$ cat config.mk
export PLATFORM = sky130hd
export DESIGN_NAME = counter_seq_ctrl
export DESIGN_NICKNAME = d
export VERILOG_FILES = /design/src/rtl/counter_seq_ctrl_pkg.sv /design/src/rtl/counter_seq_ctrl_timer.sv /design/src/rtl/counter_seq_ctrl.sv
export SDC_FILE = /design/constraint.sdc
export NUM_CORES = 1
export LEC_CHECK = 0
export CAP_MARGIN = 10
export CELL_PAD_IN_SITES_DETAIL_PLACEMENT = 0
export CELL_PAD_IN_SITES_GLOBAL_PLACEMENT = 1
export CORE_UTILIZATION = 25
export CTS_BUF_LIST = sky130_fd_sc_hd__clkbuf_2
export CTS_CLUSTER_DIAMETER = 50
export DETAILED_ROUTE_END_ITERATION = 12
export PLACE_DENSITY_LB_ADDON = 0.1
export REMOVE_ABC_BUFFERS = 1
export SLEW_MARGIN = 10
export SYNTH_ARGS = -nofsm -noshare
export SYNTH_HDL_FRONTEND = slang
export SYNTH_SLANG_ARGS = --single-unit
$ cat constraint.sdc
create_clock -name clk -period 5.4 [get_ports clk]
set_input_delay 1.35 -clock clk [delete_from_list [all_inputs] [get_ports clk]]
set_output_delay 1.35 -clock clk [all_outputs]
set_load 0.02 [all_outputs]
$ cat src/rtl/counter_seq_ctrl_pkg.sv
// Shared definitions for the counter sequencer: state encoding, widths and
// the counter-pin pattern that belongs to each state.
package counter_seq_ctrl_pkg;

    localparam int WIDTH_DEFAULT = 8;
    localparam int STATE_W       = 3;

    localparam logic [STATE_W-1:0] S_IDLE   = 3'd0;
    localparam logic [STATE_W-1:0] S_LOAD   = 3'd1;
    localparam logic [STATE_W-1:0] S_SETTLE = 3'd2;
    localparam logic [STATE_W-1:0] S_COUNT  = 3'd3;
    localparam logic [STATE_W-1:0] S_READ   = 3'd4;
    localparam logic [STATE_W-1:0] S_DONE   = 3'd5;

    typedef enum logic [STATE_W-1:0] {
        ST_IDLE   = S_IDLE,
        ST_LOAD   = S_LOAD,
        ST_SETTLE = S_SETTLE,
        ST_COUNT  = S_COUNT,
        ST_READ   = S_READ,
        ST_DONE   = S_DONE
    } state_t;

    // {load, en, oe} driven while in a state; at most one bit is ever set.
    function automatic logic [2:0] ctrl_pins(input state_t s);
        logic [2:0] pins;
        pins = 3'b000;
        case (s)
            ST_LOAD:  pins = 3'b100;
            ST_COUNT: pins = 3'b010;
            ST_READ:  pins = 3'b001;
            default:  pins = 3'b000;
        endcase
        return pins;
    endfunction

endpackage

$ cat src/rtl/counter_seq_ctrl_timer.sv
// Loadable down-counter with zero/one flags; paces both the COUNT and READ dwell.
module seq_down_timer
    import counter_seq_ctrl_pkg::*;
#(
    parameter int WIDTH = WIDTH_DEFAULT
) (
    input  logic             clk,
    input  logic             rst_n,
    input  logic             load,
    input  logic [WIDTH-1:0] load_val,
    input  logic             dec,
    output logic             is_zero,
    output logic             is_one
);

    logic [WIDTH-1:0] count;

    always_ff @(posedge clk or negedge rst_n) begin
        if (!rst_n) begin
            count <= '0;
        end else if (load) begin
            count <= load_val;
        end else if (dec && !is_zero) begin
            count <= count - 1'b1;
        end
    end

    assign is_zero = (count == '0);
    assign is_one  = (count == WIDTH'(1));

endmodule

$ cat src/rtl/counter_seq_ctrl.sv
// Sequencer for a prog_counter8-style counter: load, step, read back over the
// shared bus and compare against cmd_val + cmd_steps.
//
//   state  | meaning
//   IDLE   | waiting for start
//   LOAD   | cnt_load high for one cycle with the latched start value
//   SETTLE | all counter pins low for one cycle
//   COUNT  | cnt_en high for exactly cmd_steps cycles
//   READ   | cnt_oe high for OE_SETTLE+1 cycles, bus sampled on the last edge
//   DONE   | done pulse, rd_data/err valid
module counter_seq_ctrl
    import counter_seq_ctrl_pkg::*;
#(
    parameter int WIDTH     = WIDTH_DEFAULT,
    parameter int OE_SETTLE = 1
) (
    input  logic             clk,
    input  logic             rst_n,
    input  logic             start,
    input  logic [WIDTH-1:0] cmd_val,
    input  logic [WIDTH-1:0] cmd_steps,
    output logic             busy,
    output logic             done,
    output logic [WIDTH-1:0] rd_data,
    output logic             err,
    output logic             cnt_load,
    output logic [WIDTH-1:0] cnt_load_val,
    output logic             cnt_en,
    output logic             cnt_oe,
    input  logic [WIDTH-1:0] bus_in
);

    localparam logic [WIDTH-1:0] READ_CYCLES = WIDTH'(OE_SETTLE + 1);

    state_t           state;
    logic [WIDTH-1:0] steps_q;
    logic [WIDTH-1:0] exp_q;

    logic             tmr_load;
    logic             tmr_dec;
    logic [WIDTH-1:0] tmr_val;
    logic             tmr_zero;
    logic             tmr_one;
    logic             tmr_last;

    // The timer is armed in the cycle before a dwell begins, so it already
    // holds the dwell length on the first cycle of COUNT/READ.
    always_comb begin
        tmr_load = 1'b0;
        tmr_dec  = 1'b0;
        tmr_val  = '0;
        case (state)
            ST_SETTLE: begin
                tmr_load = 1'b1;
                tmr_val  = (steps_q != '0) ? steps_q : READ_CYCLES;
            end
            ST_COUNT: begin
                if (tmr_last) begin
                    tmr_load = 1'b1;
                    tmr_val  = READ_CYCLES;
                end else begin
                    tmr_dec = 1'b1;
                end
            end
            ST_READ: tmr_dec = 1'b1;
            default: ;
        endcase
    end

    assign tmr_last = tmr_one || tmr_zero;

    seq_down_timer #(
        .WIDTH (WIDTH)
    ) u_timer (
        .clk      (clk),
        .rst_n    (rst_n),
        .load     (tmr_load),
        .load_val (tmr_val),
        .dec      (tmr_dec),
        .is_zero  (tmr_zero),
        .is_one   (tmr_one)
    );

    always_ff @(posedge clk or negedge rst_n) begin
        if (!rst_n) begin
            state                      <= ST_IDLE;
            steps_q                    <= '0;
            exp_q                      <= '0;
            busy                       <= 1'b0;
            done                       <= 1'b0;
            rd_data                    <= '0;
            err                        <= 1'b0;
            cnt_load_val               <= '0;
            {cnt_load, cnt_en, cnt_oe} <= 3'b000;
        end else begin
            case (state)
                ST_IDLE: begin
                    if (start) begin
                        steps_q                    <= cmd_steps;
                        exp_q                      <= cmd_val + cmd_steps;
                        cnt_load_val               <= cmd_val;
                        busy                       <= 1'b1;
                        {cnt_load, cnt_en, cnt_oe} <= ctrl_pins(ST_LOAD);
                        state                      <= ST_LOAD;
                    end
                end
                ST_LOAD: begin
                    {cnt_load, cnt_en, cnt_oe} <= ctrl_pins(ST_SETTLE);
                    state                      <= ST_SETTLE;
                end
                ST_SETTLE: begin
                    if (steps_q != '0) begin
                        {cnt_load, cnt_en, cnt_oe} <= ctrl_pins(ST_COUNT);
                        state                      <= ST_COUNT;
                    end else begin
                        {cnt_load, cnt_en, cnt_oe} <= ctrl_pins(ST_READ);
                        state                      <= ST_READ;
                    end
                end
                ST_COUNT: begin
                    if (tmr_last) begin
                        {cnt_load, cnt_en, cnt_oe} <= ctrl_pins(ST_READ);
                        state                      <= ST_READ;
                    end
                end
                ST_READ: begin
                    if (tmr_last) begin
                        rd_data                    <= bus_in;
                        err                        <= (bus_in != exp_q);
                        done                       <= 1'b1;
                        {cnt_load, cnt_en, cnt_oe} <= ctrl_pins(ST_DONE);
                        state                      <= ST_DONE;
                    end
                end
                ST_DONE: begin
                    done  <= 1'b0;
                    busy  <= 1'b0;
                    state <= ST_IDLE;
                end
                default: begin
                    done                       <= 1'b0;
                    busy                       <= 1'b0;
                    {cnt_load, cnt_en, cnt_oe} <= 3'b000;
                    state                      <= ST_IDLE;
                end
            endcase
        end
    end

endmodule

=== After elaboration in Yosys (flattened, before gate mapping) ===
Index checks and enable logic that the tools add are counted.

* Register bits after elaboration: 49
* Input bits: 27
* Output and inout port bits: 22

* $add $sub $neg: 2
* Eq/ne operators: 11
* Multiplexer cells: 25
* Bitwise logic cells: 3
* Reductions and logical operators: 17

{| class="wikitable"
|+ Operators by type and width
! kind !! count
|-
| 8-bit 2-to-1 mux || 3
|-
| 8-bit one-hot mux with 2 select lines || 1
|-
| 3-bit one-hot mux with 5 select lines || 1
|-
| 3-bit 2-to-1 mux || 4
|-
| 8-bit adder || 1
|-
| 8-bit by 1-bit == test with 1-bit output (second input constant) || 1
|-
| 8-bit logical NOT || 1
|-
| 1-bit 2-to-1 mux || 8
|-
| 8-bit inequality test || 1
|-
| 1-bit one-hot mux with 2 select lines || 4
|-
| 2-bit AND reduction || 4
|-
| 8-bit nonzero test || 1
|-
| 4-bit OR reduction || 2
|-
| 8-bit by 1-bit subtractor with 8-bit output (second input constant) || 1
|-
| 3-bit by 2-bit == test with 1-bit output (second input constant) || 2
|-
| 3-bit == test (second input constant) || 2
|-
| 2-bit inequality test (second input constant) || 3
|-
| 3-bit AND reduction || 2
|-
| 1-bit one-hot mux with 5 select lines || 1
|-
| 1-bit one-hot mux with 4 select lines || 1
|-
| 4-bit AND reduction || 1
|-
| 3-bit by 1-bit == test with 1-bit output (second input constant) || 1
|-
| 3-bit logical NOT || 1
|-
| 1-bit inverter || 3
|-
| other kinds (8) || 8
|}

=== Longest topological paths before layout ===
Gate-level depths: netlist of run 1.

* Depth after elaboration: 7
* Depth in mapped cells: 9

=== Modules after synthesis ===
Synthesis of run 1 repeated with hierarchy kept, for this count alone.

* Cell total of the unflattened synthesis: 257
* Area total of the unflattened synthesis: 2713.9 µm²

{| class="wikitable"
|+ Modules (own cells, without submodules)
! module !! times used !! cells an instance !! area an instance (µm²) !! seq. area each (µm²)
|-
| counter_seq_ctrl || 1 || 192 || 2124.5 || 1026.0
|-
| seq_down_timer || 1 || 65 || 589.3 || 200.2
|}

=== Least setup slack after synthesis of run 1 ===
Ideal clock, no wire load.

* Path type: input to register
* Start point: in cmd_val[0]
* End point: reg exp_q[6]
* Setup time: 135 ps
* Arrival time: 2570 ps
* Required time: 5265 ps
* Setup slack: 2695 ps
* Stages on the path: 7
* Cell sequence: ha_1 fa_1 a21oi_1 o21ai_0 a21oi_1 xor2_1 o21ai_0

* Longest elaborated chain between the ends: 1

{| class="wikitable"
|+ RTL lines
! element !! line !! source
|-
| start, declared || counter_seq_ctrl.sv:20 || <nowiki>input logic [WIDTH-1:0] cmd_val,</nowiki>
|-
| 8-bit adder || counter_seq_ctrl.sv:100 || <nowiki>exp_q <= cmd_val + cmd_steps;</nowiki>
|-
| end signal, assigned || counter_seq_ctrl.sv:100 ||
|-
| end, declared || counter_seq_ctrl.sv:37 || <nowiki>logic [WIDTH-1:0] exp_q;</nowiki>
|}

Every way passes these cells.
A chain may end at the register's enable or synchronous reset.

=== Final worst setup path of run 1 ===
* Start point: reg cnt_load
* End point: out cnt_load

{| class="wikitable"
|+ RTL lines
! element !! line !! source
|-
| start, declared || counter_seq_ctrl.sv:26 || <nowiki>output logic cnt_load,</nowiki>
|-
| start signal, assigned || counter_seq_ctrl.sv:103 || <nowiki>{cnt_load, cnt_en, cnt_oe} <= ctrl_pins(ST_LOAD);</nowiki>
|-
| start signal, assigned || counter_seq_ctrl.sv:108 || <nowiki>{cnt_load, cnt_en, cnt_oe} <= ctrl_pins(ST_SETTLE);</nowiki>
|-
| start signal, assigned || counter_seq_ctrl.sv:113 || <nowiki>{cnt_load, cnt_en, cnt_oe} <= ctrl_pins(ST_COUNT);</nowiki>
|}

No word-level cell between the ends.

==> impl_metrics.json, run 1 <==
{
  "syn_area_per_cell_um2": 9.43,
  "synthTopCellsByArea": "dfrtp_1, nand2_1, ha_1, xnor2_1, mux2_2",
  "dieArea_mm2": 0.0111,
  "overflow": 0,
  "final.period_utilization_pct": 52.6,
  "cts_hold_buffers": 0,
  "slowest_stage": "clkdlybuf4s50_1",
  "cap_violations": 0,
  "place_hpwl_mm": 4.78,
  "fin_nets": 365,
  "die_y_um": 105,
  "crit_buf_inv": 1,
  "r2r_slack_ns": 2.90,
  "grt_max_degree": 50,
  "vias": 2140,
  "cpPeakStageDelay_ns": 0.62,
  "grt_pass1_vias": 2130,
  "wirelength_mm": 6.67,
  "cts_htree_levels": 2,
  "nFillCells": 1125,
  "syn_area_mm2": 0.00267,
  "clock.fmax_mhz": 352,
  "die_x_um": 105,
  "cts_buffer_depth": 2,
  "wl_per_cell_um": 14.4,
  "drc": 0,
  "worstMarginPinSlew_ns": 0.946,
  "worstSetupPathType": "reg -> out",
  "gp_congestion": 0.748,
  "fp-row-count": 37,
  "path_delay_family": "buffers and inverters",
  "powerDensity_mw_per_mm2": 474,
  "post_cts_buffers": 0,
  "antenna_found_initial": 0,
  "drive_above_1_share_pct": 7.93,
  "yosysTopAreaCellShare_pct": 45.9,
  "clock-root-buffer": "clkbuf_2",
  "critPathMaxFanout": 3,
  "yosysTopAreaCell": "dfrtp_1",
  "synth-main-ff-cell": "dfrtp_1",
  "cts_num_sinks": 49,
  "antenna_cells": 0,
  "layout_min_cycle_time_ns": 2.84,
  "mostFrequentLayoutCell": "nand2_1",
  "cp-end-kind": "primary output",
  "fin_ws_ns": 2.56,
  "cts_resized": 0,
  "yosys_register_bits": 49,
  "post_dp_cell_area_mm2": 0.00325,
  "drt_pass1_iterations": 4,
  "cp.required_ns": 4.05,
  "ios": 49,
  "cts_buffers": 5,
  "drtIter0Drc": 64,
  "outcome": "finished clean",
  "rsz0062_at_grt": "false",
  "hold_viol": 0,
  "crit_path_end": "cnt_load",
  "arrival_ns": 1.49,
  "initial_utilization_pct": 25.9,
  "core_mm2": 0.0103,
  "portBuffers": 48,
  "drv_slew": 0,
  "cts.clk_slew.worst_paths_ns": 0.26,
  "finalSetupViolations": 0,
  "synth_edf_count": 0,
  "timing.critical_path.cells": "clkdlybuf4s50_1",
  "regToRegStartpoint": "u_timer.count[5]$_DFFE_PN0P_",
  "cts_tree": "yes",
  "grt_pass1_wl_mm": 11.2,
  "final.setup.tns_ns": 0,
  "cp-startpoint": "cnt_load$_DFFE_PN0P_",
  "vdd_ir_drop_max_v": 0.000149,
  "yosysSeqAreaShare_pct": 45.9,
  "syn_to_final_growth_pct": 23.3,
  "vias_per_cell": 4.61,
  "leakage_nw": 1.41,
  "path_depth": 1,
  "worst_r2r_path_depth": 4,
  "clk_latency_ns": 0.44,
  "pre_cts_slack_ns": 2.07,
  "async_reset_ff_share_pct": 100,
  "hold_class": "reg -> reg",
  "r2r-end": "rd_data[1]$_DFFE_PN0P_",
  "final_area_mm2": 0.00329,
  "finalClockSkew_ns": 0.0281,
  "max_slew_margin_pct": 36.8,
  "synth.distinct_cells": 55,
  "min_from": "cnt_load_val[1]$_DFFE_PN0P_",
  "drtAntennaViolNets": 0,
  "gr-usage-all-layers_pct": 12.8,
  "postSynthCellCount": 283,
  "cp-start-kind": "register",
  "most-common-layout-cells": "nand2_1, dfrtp_1, clkdlybuf4s50_1",
  "yosys_warnings": 0
}
[cell type report]
type | instances | area, µm² | area share [%]
tap | 136 | 170 | 5.17
inverter | 8 | 30.0 | 0.913
clock buffer | 8 | 40.0 | 1.22
multi-input combinational | 214 | 1340 | 40.7
sequential | 49 | 1230 | 37.3
timing repair buffer | 49 | 483 | 14.7
[metrics by stage]
| stage | hold slack [ns] | power [mW] | util, % | cells |
|---|---|---|---|---|
| after floorplan | 0.467 | 1.14 | - | 271 |
| after global placement | 0.467 | 1.42 | 31.5 | 456 |
| after detailed placement | 0.461 | 1.42 | 31.5 | 456 |
| after CTS | 0.526 | 1.59 | 31.9 | 464 |
| after global routing | 0.548 | 1.70 | 31.9 | 464 |
| final | 0.515 | 1.56 | 31.9 | 464 |
[worst min-delay path by stage]
| stage | to | cells after the start |
|---|---|---|
| global route | cnt_load_val[7]$_DFFE_PN0P_ | 2 |
| floorplan | exp_q[0]$_DFFE_PN0P_ | 2 |
| detailed placement | cnt_load_val[7]$_DFFE_PN0P_ | 2 |
| finish | cnt_load_val[1]$_DFFE_PN0P_ | 2 |
| global placement | cnt_load_val[6]$_DFFE_PN0P_ | 2 |
| CTS | cnt_load_val[1]$_DFFE_PN0P_ | 2 |
[flip-flops by register name (all words and copies together), names as in the netlist]
register / cells
exp_q: 8
cnt_load_val: 8
cnt_en: 1
busy: 1
err: 1
u_timer.count: 8
done: 1
state: 3
rd_data: 8
steps_q: 8
cnt_oe: 1
cnt_load: 1
[layer usage]
layer	track usage (%)	up-vias	routed length, µm
li1	-	1075	-
met1	17.8	1009	3310
met2	20.2	48	3050
met3	2.54	8	237
met4	3.62	0	80
met5	0	-	0
[where the power goes]
part | switching (mW) | internal, mW
Clock | 0.122 | 0.0380
Sequential | 0.142 | 0.509
Combinational | 0.398 | 0.351
Total | 0.662 | 0.898
[Yosys cell counts, types with 3 or more instances]
library cell,count
a21o_1,3
ha_1,10
nor3_1,5
o22ai_1,4
nand3_1,6
clkbuf_1,7
o21ai_0,14
mux2_2,9
dfrtp_1,49
nand2_1,74
inv_1,8
a21oi_1,16
nor2_1,12
xnor2_1,14
[cells by family after synthesis]
family,count (synthesis),share of synthesized area [%]
buffers and inverters,20,3.84
AOI/OAI and AO/OA,62,16.3
adders and majority gates,11,5.44
xor gates and xnor gates,15,4.92
muxes,10,4.17
DFF,49,45.9
and+or+nand+nor,116,19.4
Note: power is estimated with default switching activity, not from simulation.
==> inputs of run 2 (changes only) <==
- clock period: 5.4 -> 2.9 ns (I/O delays scaled with it)
==> run 2 against run 1 <==
Register-to-register slack worse by 2.2 ns. Combinational power is 97% higher. Cell count is 1.5% higher. Largest power group unchanged. Setup slack worse by 1.9 ns. Sequential share of layout area is 0.56 points lower. First-iteration DRC count is 59% lower. Utilization is 0.48 points higher. Clock skew is 0.017 ns lower. Power is 89% higher.
==> impl_metrics.json, run 2 (synthesized netlist as in run 1, its figures left out) <==
{
  "finalClockSkew_ns": 0.0108,
  "fin_hold_ws_ns": 0.169,
  "vdd_ir_drop_max_v": 0.000249,
  "internal-power_mw": 1.70,
  "cp.required_ns": 3.24,
  "timing.critical_path.cells": "clkdlybuf4s50_1 -> ha_1 -> fa_1 -> a21oi_1 -> o21ai_0 -> a21oi_1 -> xor2_1 -> o21ai_0",
  "max_slew_margin_pct": 60.1,
  "cp-end-kind": "register",
  "outcome": "finished clean",
  "ios": 49,
  "layout.cells.non_filler": 471,
  "combPwrFrac_pct": 50.3,
  "fp-row-count": 37,
  "clk_latency_ns": 0.43,
  "place_hpwl_mm": 5.05,
  "cp-start-kind": "input pin",
  "worstMarginPinSlew_ns": 0.596,
  "final.setup.tns_ns": 0,
  "cts.clk_slew.worst_paths_ns": 0.26,
  "mostFrequentLayoutCell": "nand2_1",
  "drc": 0,
  "cts_num_sinks": 49,
  "cts_resized": 0,
  "powerDensity_mw_per_mm2": 883,
  "drv_slew": 0,
  "finalSetupViolations": 0,
  "gp_congestion": 0.739,
  "cts_buffer_depth": 2,
  "cpPeakStageDelay_ns": 0.42,
  "worstSetupPathType": "in -> reg",
  "fin_nets": 372,
  "overflow": 0,
  "critPathMaxFanout": 3,
  "grt_pass1_wl_mm": 11.2,
  "power.clock.fraction_pct": 9.6,
  "cts_htree_levels": 2,
  "drtIter0Drc": 26,
  "slowest_stage": "clkdlybuf4s50_1",
  "hold_class": "in -> async",
  "die_x_um": 105,
  "wirelength_mm": 6.79,
  "most-common-layout-cells": "nand2_1, dfrtp_1, clkdlybuf4s50_1",
  "antenna_cells": 0,
  "core_mm2": 0.0103,
  "swShare_pct": 42.5,
  "fin_total_pwr_mw": 2.95,
  "die_y_um": 105,
  "grt_max_degree": 30,
  "antenna_found_initial": 0,
  "final.period_utilization_pct": 76.1,
  "grt_pass1_vias": 2227,
  "syn_to_final_growth_pct": 25.1,
  "seq_power_share_pct": 40.1,
  "drtAntennaViolNets": 0,
  "vias": 2221,
  "arrival_ns": 2.55,
  "cap_violations": 0,
  "post_cts_buffers": 0,
  "clock.fmax_mhz": 453,
  "placed_cells": 463,
  "gr-usage-all-layers_pct": 12.9,
  "utilization_pct": 32.3,
  "power.switching_mw": 1.25,
  "portBuffers": 48,
  "rsz0062_at_grt": "false",
  "cts_tree": "yes",
  "cts_buffers": 5,
  "hold_viol": 0,
  "clock-root-buffer": "clkbuf_2",
  "crit_buf_inv": 1,
  "wl_per_cell_um": 14.4,
  "leakage_nw": 1.44,
  "drive_above_1_share_pct": 9.25,
  "dieArea_mm2": 0.0111,
  "cts_hold_buffers": 0,
  "drt_pass1_iterations": 4,
  "layout_min_cycle_time_ns": 2.21,
  "path_delay_family": "adder cells",
  "vias_per_cell": 4.72,
  "initial_utilization_pct": 25.9
}
==> run 2: final timing paths <==
path	startpoint	end	slack, ns	depth (start not counted)
min in group clk	cnt_load_val[6]$_DFFE_PN0P_	cnt_load_val[6]$_DFFE_PN0P_	0.52	2
max	cmd_val[0]	exp_q[6]$_DFFE_PN0P_	0.69	8
max in group asynchronous	rst_n	steps_q[5]$_DFFE_PN0P_	2.14	2
max reg2reg	state[2]$_DFFE_PN0P_	u_timer.count[5]$_DFFE_PN0P_	0.69	5
min	rst_n	done$_DFFE_PN0P_	0.17	1
min reg2reg	cnt_load_val[6]$_DFFE_PN0P_	cnt_load_val[6]$_DFFE_PN0P_	0.52	2
==> run 2: final cells by class <==
| cell class | instances | area, µm² |
|---|---|---|
| Clock buffer | 5 | 25.0 |
| Clock inverter | 3 | 12.5 |
| Fill cell | 1113 | 6980 |
| Inverter | 8 | 30.0 |
| Multi-Input combinational cell | 214 | 1340 |
| Sequential cell | 49 | 1230 |
| Tap cell | 136 | 170 |
| Timing Repair Buffer | 56 | 536 |
==> run 2: stage by stage <==
| stage | setup WS [ns] | area [µm²] |
|---|---|---|
| after CTS | 0.647 | 3340 |
| after detailed placement | 0.210 | 3300 |
| final | 0.692 | 3340 |
| after floorplan | 0.803 | 2600 |
| after global placement | 0.216 | 3300 |
| after global routing | 0.551 | 3340 |
==> run 2: worst register-to-register path: cells and delay by family, from the launching register on <==
family | cells | cell delay [ns]
flip-flops | 1 | 0.67
AND/OR/NAND/NOR | 1 | 0.45
AO/OA/AOI/OAI | 4 | 1.02
==> run 2: power by group through the flow <==
stage | sequential (mW) | combinational [mW] | clock, mW
2_1_floorplan | 1.27 | 0.852 | 0
3_3_place_gp | 1.20 | 1.50 | 0
3_5_place_dp | 1.20 | 1.50 | 0
4_1_cts | 1.19 | 1.50 | 0.305
5_1_grt | 1.22 | 1.64 | 0.326
6_report | 1.18 | 1.48 | 0.283
==> run 2: per-layer routing <==
layer / vias up / GRT usage (%) / wire (µm)
li1: 1092 / - / -
met1: 1082 / 16.9 / 3210
met2: 40 / 21.4 / 3260
met3: 7 / 2.66 / 245
met4: 0 / 3.62 / 70
met5: - / 0 / 0
